$ cat src/rtl/sc_button_cmd_fsm_pkg.sv
// Shared definitions for the push-button command FSM: state encoding and
// hold-off counter sizing.
package sc_button_cmd_fsm_pkg;

  // 3-bit binary state encoding, IDLE must stay at zero.
  localparam logic [2:0] ST_IDLE         = 3'd0;
  localparam logic [2:0] ST_CLEAR_PULSE  = 3'd1;
  localparam logic [2:0] ST_LOAD_PULSE   = 3'd2;
  localparam logic [2:0] ST_WAIT_RELEASE = 3'd3;
  localparam logic [2:0] ST_HOLDOFF      = 3'd4;

  // The hold-off counter only ever holds values up to cycles-1, so clog2
  // of the cycle count is enough; never narrower than one bit.
  function automatic int holdoff_width(input int cycles);
    int w;
    w = $clog2(cycles);
    return (w < 1) ? 1 : w;
  endfunction

  localparam int HOLDOFF_CYCLES_DEFAULT = 4;
  localparam int HOLDOFF_W_DEFAULT      = holdoff_width(HOLDOFF_CYCLES_DEFAULT);

endpackage

$ cat src/rtl/sc_button_cmd_fsm_holdoff_counter.sv
// Loadable down-counter with a zero flag; used to time the post-release
// hold-off window. Decrement stops at zero.
module sc_holdoff_counter #(
  parameter int WIDTH = 2
) (
  input  logic             clk,
  input  logic             rst_n,
  input  logic             load,
  input  logic [WIDTH-1:0] load_value,
  input  logic             dec,
  output logic             zero
);

  localparam logic [WIDTH-1:0] ONE = WIDTH'(1);

  logic [WIDTH-1:0] value;

  // Load has priority over decrement; counter parks at zero.
  always_ff @(posedge clk or negedge rst_n) begin
    if (!rst_n) begin
      value <= '0;
    end else if (load) begin
      value <= load_value;
    end else if (dec && (value != '0)) begin
      value <= value - ONE;
    end
  end

  assign zero = (value == '0);

endmodule

$ cat src/rtl/sc_button_cmd_fsm.sv
// Turns debounced active-low clear/load button levels into single-cycle
// active-low command strobes: one strobe per press, clear beats load, and a
// hold-off window of continuous release is needed before the next press.
module sc_button_cmd_fsm
  import sc_button_cmd_fsm_pkg::*;
#(
  parameter int HOLDOFF_CYCLES = 4,
  parameter int COUNT_WIDTH    = 8
) (
  input  logic                   SC_BUTTONCMD_CLOCK_50,
  input  logic                   SC_BUTTONCMD_RESET_InLow,
  input  logic                   SC_BUTTONCMD_clear_InLow,
  input  logic                   SC_BUTTONCMD_load_InLow,
  output logic                   SC_BUTTONCMD_clear_OutLow,
  output logic                   SC_BUTTONCMD_load_OutLow,
  output logic                   SC_BUTTONCMD_busy_Out,
  output logic [COUNT_WIDTH-1:0] SC_BUTTONCMD_count_OutBUS
);

  localparam int HW       = holdoff_width(HOLDOFF_CYCLES);
  localparam int LOAD_INT = (HOLDOFF_CYCLES > 0) ? HOLDOFF_CYCLES - 1 : 0;
  localparam logic [HW-1:0]          HOLD_LOAD = HW'(LOAD_INT);
  localparam logic [COUNT_WIDTH-1:0] COUNT_ONE = COUNT_WIDTH'(1);

  logic       clk;
  logic       rst_n;
  logic [2:0] state;
  logic [2:0] state_next;
  logic       clear_pressed;
  logic       load_pressed;
  logic       released;
  logic       hold_load;
  logic       hold_dec;
  logic       hold_zero;
  logic [COUNT_WIDTH-1:0] count;

  assign clk           = SC_BUTTONCMD_CLOCK_50;
  assign rst_n         = SC_BUTTONCMD_RESET_InLow;
  assign clear_pressed = ~SC_BUTTONCMD_clear_InLow;
  assign load_pressed  = ~SC_BUTTONCMD_load_InLow;
  assign released      = SC_BUTTONCMD_clear_InLow & SC_BUTTONCMD_load_InLow;

  sc_holdoff_counter #(
    .WIDTH (HW)
  ) u_holdoff (
    .clk        (clk),
    .rst_n      (rst_n),
    .load       (hold_load),
    .load_value (HOLD_LOAD),
    .dec        (hold_dec),
    .zero       (hold_zero)
  );

  // Next-state logic plus hold-off counter control.
  always_comb begin
    state_next = state;
    hold_load  = 1'b0;
    hold_dec   = 1'b0;
    case (state)
      ST_IDLE: begin
        if (clear_pressed) begin
          state_next = ST_CLEAR_PULSE;
        end else if (load_pressed) begin
          state_next = ST_LOAD_PULSE;
        end
      end
      ST_CLEAR_PULSE, ST_LOAD_PULSE: begin
        state_next = ST_WAIT_RELEASE;
      end
      ST_WAIT_RELEASE: begin
        if (released) begin
          if (HOLDOFF_CYCLES > 0) begin
            state_next = ST_HOLDOFF;
            hold_load  = 1'b1;
          end else begin
            state_next = ST_IDLE;
          end
        end
      end
      ST_HOLDOFF: begin
        if (!released) begin
          // Bounce during hold-off: go back and wait for a clean release.
          state_next = ST_WAIT_RELEASE;
        end else if (hold_zero) begin
          state_next = ST_IDLE;
        end else begin
          hold_dec = 1'b1;
        end
      end
      default: begin
        state_next = ST_IDLE;
      end
    endcase
  end

  // State register.
  always_ff @(posedge clk or negedge rst_n) begin
    if (!rst_n) begin
      state <= ST_IDLE;
    end else begin
      state <= state_next;
    end
  end

  // Issued-command counter, bumped on the edge that enters a pulse state.
  always_ff @(posedge clk or negedge rst_n) begin
    if (!rst_n) begin
      count <= '0;
    end else if ((state == ST_IDLE) && (clear_pressed || load_pressed)) begin
      count <= count + COUNT_ONE;
    end
  end

  assign SC_BUTTONCMD_clear_OutLow = (state != ST_CLEAR_PULSE);
  assign SC_BUTTONCMD_load_OutLow  = (state != ST_LOAD_PULSE);
  assign SC_BUTTONCMD_busy_Out     = (state != ST_IDLE);
  assign SC_BUTTONCMD_count_OutBUS = count;

endmodule
$ cat config.mk
export PLATFORM = sky130hd
export DESIGN_NAME = sc_button_cmd_fsm
export DESIGN_NICKNAME = d
export VERILOG_FILES = /design/src/rtl/sc_button_cmd_fsm_pkg.sv /design/src/rtl/sc_button_cmd_fsm_holdoff_counter.sv /design/src/rtl/sc_button_cmd_fsm.sv
export SDC_FILE = /design/constraint.sdc
export NUM_CORES = 1
export LEC_CHECK = 0
export ABC_AREA = 1
export CORE_MARGIN = 2
export CORE_UTILIZATION = 50
export CTS_CLUSTER_DIAMETER = 120
export DETAILED_ROUTE_END_ITERATION = 8
export GPL_TIMING_DRIVEN = 0
export PLACE_DENSITY_LB_ADDON = 0.05
export SKIP_LAST_GASP = 1
export SYNTH_ARGS = -nofsm -noshare
export SYNTH_HDL_FRONTEND = slang
export SYNTH_SLANG_ARGS = --single-unit
$ cat constraint.sdc
create_clock -name SC_BUTTONCMD_CLOCK_50 -period 3 [get_ports SC_BUTTONCMD_CLOCK_50]
set_input_delay 0.3 -clock SC_BUTTONCMD_CLOCK_50 [delete_from_list [all_inputs] [get_ports SC_BUTTONCMD_CLOCK_50]]
set_output_delay 0.3 -clock SC_BUTTONCMD_CLOCK_50 [all_outputs]
set_load 0.02 [all_outputs]
==> flow_summary.toml <==
[status]
outcome = "finished clean"

[cts]
cts-resized-gates = 0
clock_tree.root_cell = "clkbuf_4"
cts_buffers = 3
ctsHtreeMaxLevel = 1
cts.sinks = 13
post_cts_buffers = 0
holdBufCountCts = 0
cts_tree = "yes"
cts_buffer_depth = 2
clkTransAtPathRegs_ns = 0.08
clk_latency_ns = 0.28

[sta]
tightestPinTransition_ns = 0.576
holdWs_ns = 0.387
rsz0062_at_grt = "no"
report.final.hold_viol_count = 0
max_freq_mhz = 534
setup_tns_ns = 0
finalCriticalPeriod_ns = 1.87
period_share_pct = 62.4
setup_viol_count_final = 0
slew-limit-headroom_pct = 61.5
slew_viol_final = 0
finClkSkew_ns = 0.00816

[die]
initial_core_util_pct = 55.4
core-area_sq_um = 1350
rows = 13
die_w_microns = 42.7
ios = 15
die_area_sq_um = 1820
die_y_microns = 42.7

[global_route]
grt-ovfl-total = 0
grt_pass1_vias = 600
grt_use_total_pct = 17.4
grt_pass1_wl_mm = 2.44
antenna_found_initial = 0
grt_max_degree = 14

[drt]
vias_per_cell = 4.96
firstDrtPassIters = 4
drt_iter0_drc = 12
drt_wl_total_mm = 1.31
vias = 655
wire_per_inst_microns = 9.93
drc_errors = 0
final_antenna_net_count = 0

[setup_path]
criticalPathCategory = "reg -> out"
crit_path_end_kind = "output port"
cp.required_ns = 2.70
crit_path_start_kind = "flop"
cp_max_fo = 5
worstPathArrival_ns = 1.57

[yosys]
synth_area_sq_um = 748
ys_types = 17
yosysTopAreaCellShare_pct = 43.5
syn_nets = 105
yosys.area.top_type = "dfrtp_1"
avgSynthCellArea_sq_um = 7.56
synth_cells = 99
ys_top_cells_by_area = "dfrtp_1 (43%), nand2_1 (16%), inv_1 (9.0%), nand3_1 (6.7%), xor2_1 (3.5%)"
yosys_register_bits = 13
ys_seq_area_share_pct = 43.5
ys_warn_count = 0

[placed_design]
dp_hpwl_mm = 1.04
numPortBuffers = 14
gp_congestion = 0.788

[final_layout]
area_delta_synth_final_pct = 24.9
layout-drive-gt1-share_pct = 8.55
fillers = 113
nets = 124
diodes = 0

[pwr]
p_leak_nw = 0.503
powerDensity_nw_per_um2 = 871
vdd_drop_max_mv = 0.544

[flow_run]
drv_cap = 0

[worst_hold_path]
hold_class = "in -> async"
synthesized netlist by cell type:
cell type and n:
inv_1 18, nand3b_1 1, xor2_1 3, nand2_1 32
nand3_4 1, dfrtp_1 13, nor2_1 6, nor2_4 2
a21oi_1 3, nand4_1 3, o21ai_0 1, nand3_1 10
nor2_2 1, xnor2_1 1, ha_1 2, inv_2 1
nand2_2 1
per-stage QoR:
stage	cells	worst slack (ns)	utilization (%)	cell area (sq um)	power [mW]
4_1_cts	132	1.12	69.2	935	0.824
2_1_floorplan	99	1.81	-	748	0.562
5_1_grt	132	1.03	69.2	935	0.888
6_report	132	1.13	69.2	935	0.814
3_5_place_dp	128	1.42	67.2	907	0.716
3_3_place_gp	128	1.42	67.2	907	0.704
worst max-delay path: stages (launching register included):
cell and delay [ns]:
dfrtp_1 0.45, nor2_4 0.20, nand2_1 0.10, clkdlybuf4s50_1 0.55
layer usage:
layer  routed length (microns)  share of wire (%)  up-vias  global-route usage (%)
met4                         0                  0        0                    1.88
met3                        81                6.2        0                    6.38
met1                       647                 49      295                    23.2
met5                         0                  0        -                       0
li1                          -                  -      346                       -
met2                       582                 44       14                    27.9
placed cells by master (no fill, tap or decap), types with 2 or more instances in the layout:
master and count:
xor2_1 3, a21oi_1 3, clkbuf_4 3, nor2_1 6, ha_1 2, clkdlybuf4s50_1 14
inv_1 18, nand4_1 3, nor2_4 2, nand2_1 32, nand3_1 10, dfrtp_1 13
cell type report:
class	instances	area [sq um]	share of cell area (%)
clock buffer	3	22.5	2.41
clock inverter	1	5.00	0.535
inverter	19	71.3	7.63
multi-input combinational	67	352	37.6
sequential	13	325	34.8
tap	15	18.8	2.01
timing repair buffer	14	140	15.0
kinds of logic (layout without fill, tap and decap cells):
family          count (synthesis)  after routing  synth area share [%]
flops                          13             13                  43.5
simple gates                   57             57                  36.3
xor+xnor                        4              4                  4.68
compound gates                  4              4                  2.67
fa+ha+maj                       2              2                  3.34
buf+inv                        19             37                  9.53
power breakdown:
group / switching, mW / total (mW) / internal, mW / leakage, nW
clock: 0.0552 / 0.105 / 0.0494 / 0.0177
combinational: 0.233 / 0.410 / 0.177 / 0.323
sequential: 0.0653 / 0.299 / 0.234 / 0.162
total: 0.353 / 0.814 / 0.461 / 0.503
registers in the layout (all words and copies together) (netlist names):
name	cells
SC_BUTTONCMD_count_OutBUS	8
state	3
u_holdoff.value	2
final timing paths:
check,startpoint,to,slack (ns),depth (start not counted)
setup / recovery,state[0],SC_BUTTONCMD_busy_Out,1.13,3
hold / removal,SC_BUTTONCMD_RESET_InLow,SC_BUTTONCMD_count_OutBUS[2],0.39,1
setup reg to reg,state[2],u_holdoff.value[0],1.76,6
hold reg to reg,u_holdoff.value[0],u_holdoff.value[0],0.48,2
max in group asynchronous,SC_BUTTONCMD_RESET_InLow,SC_BUTTONCMD_count_OutBUS[3],2.23,1
min in group SC_BUTTONCMD_CLOCK_50,u_holdoff.value[0],u_holdoff.value[0],0.48,2
No activity file was read; power rests on OpenSTA's default activity.
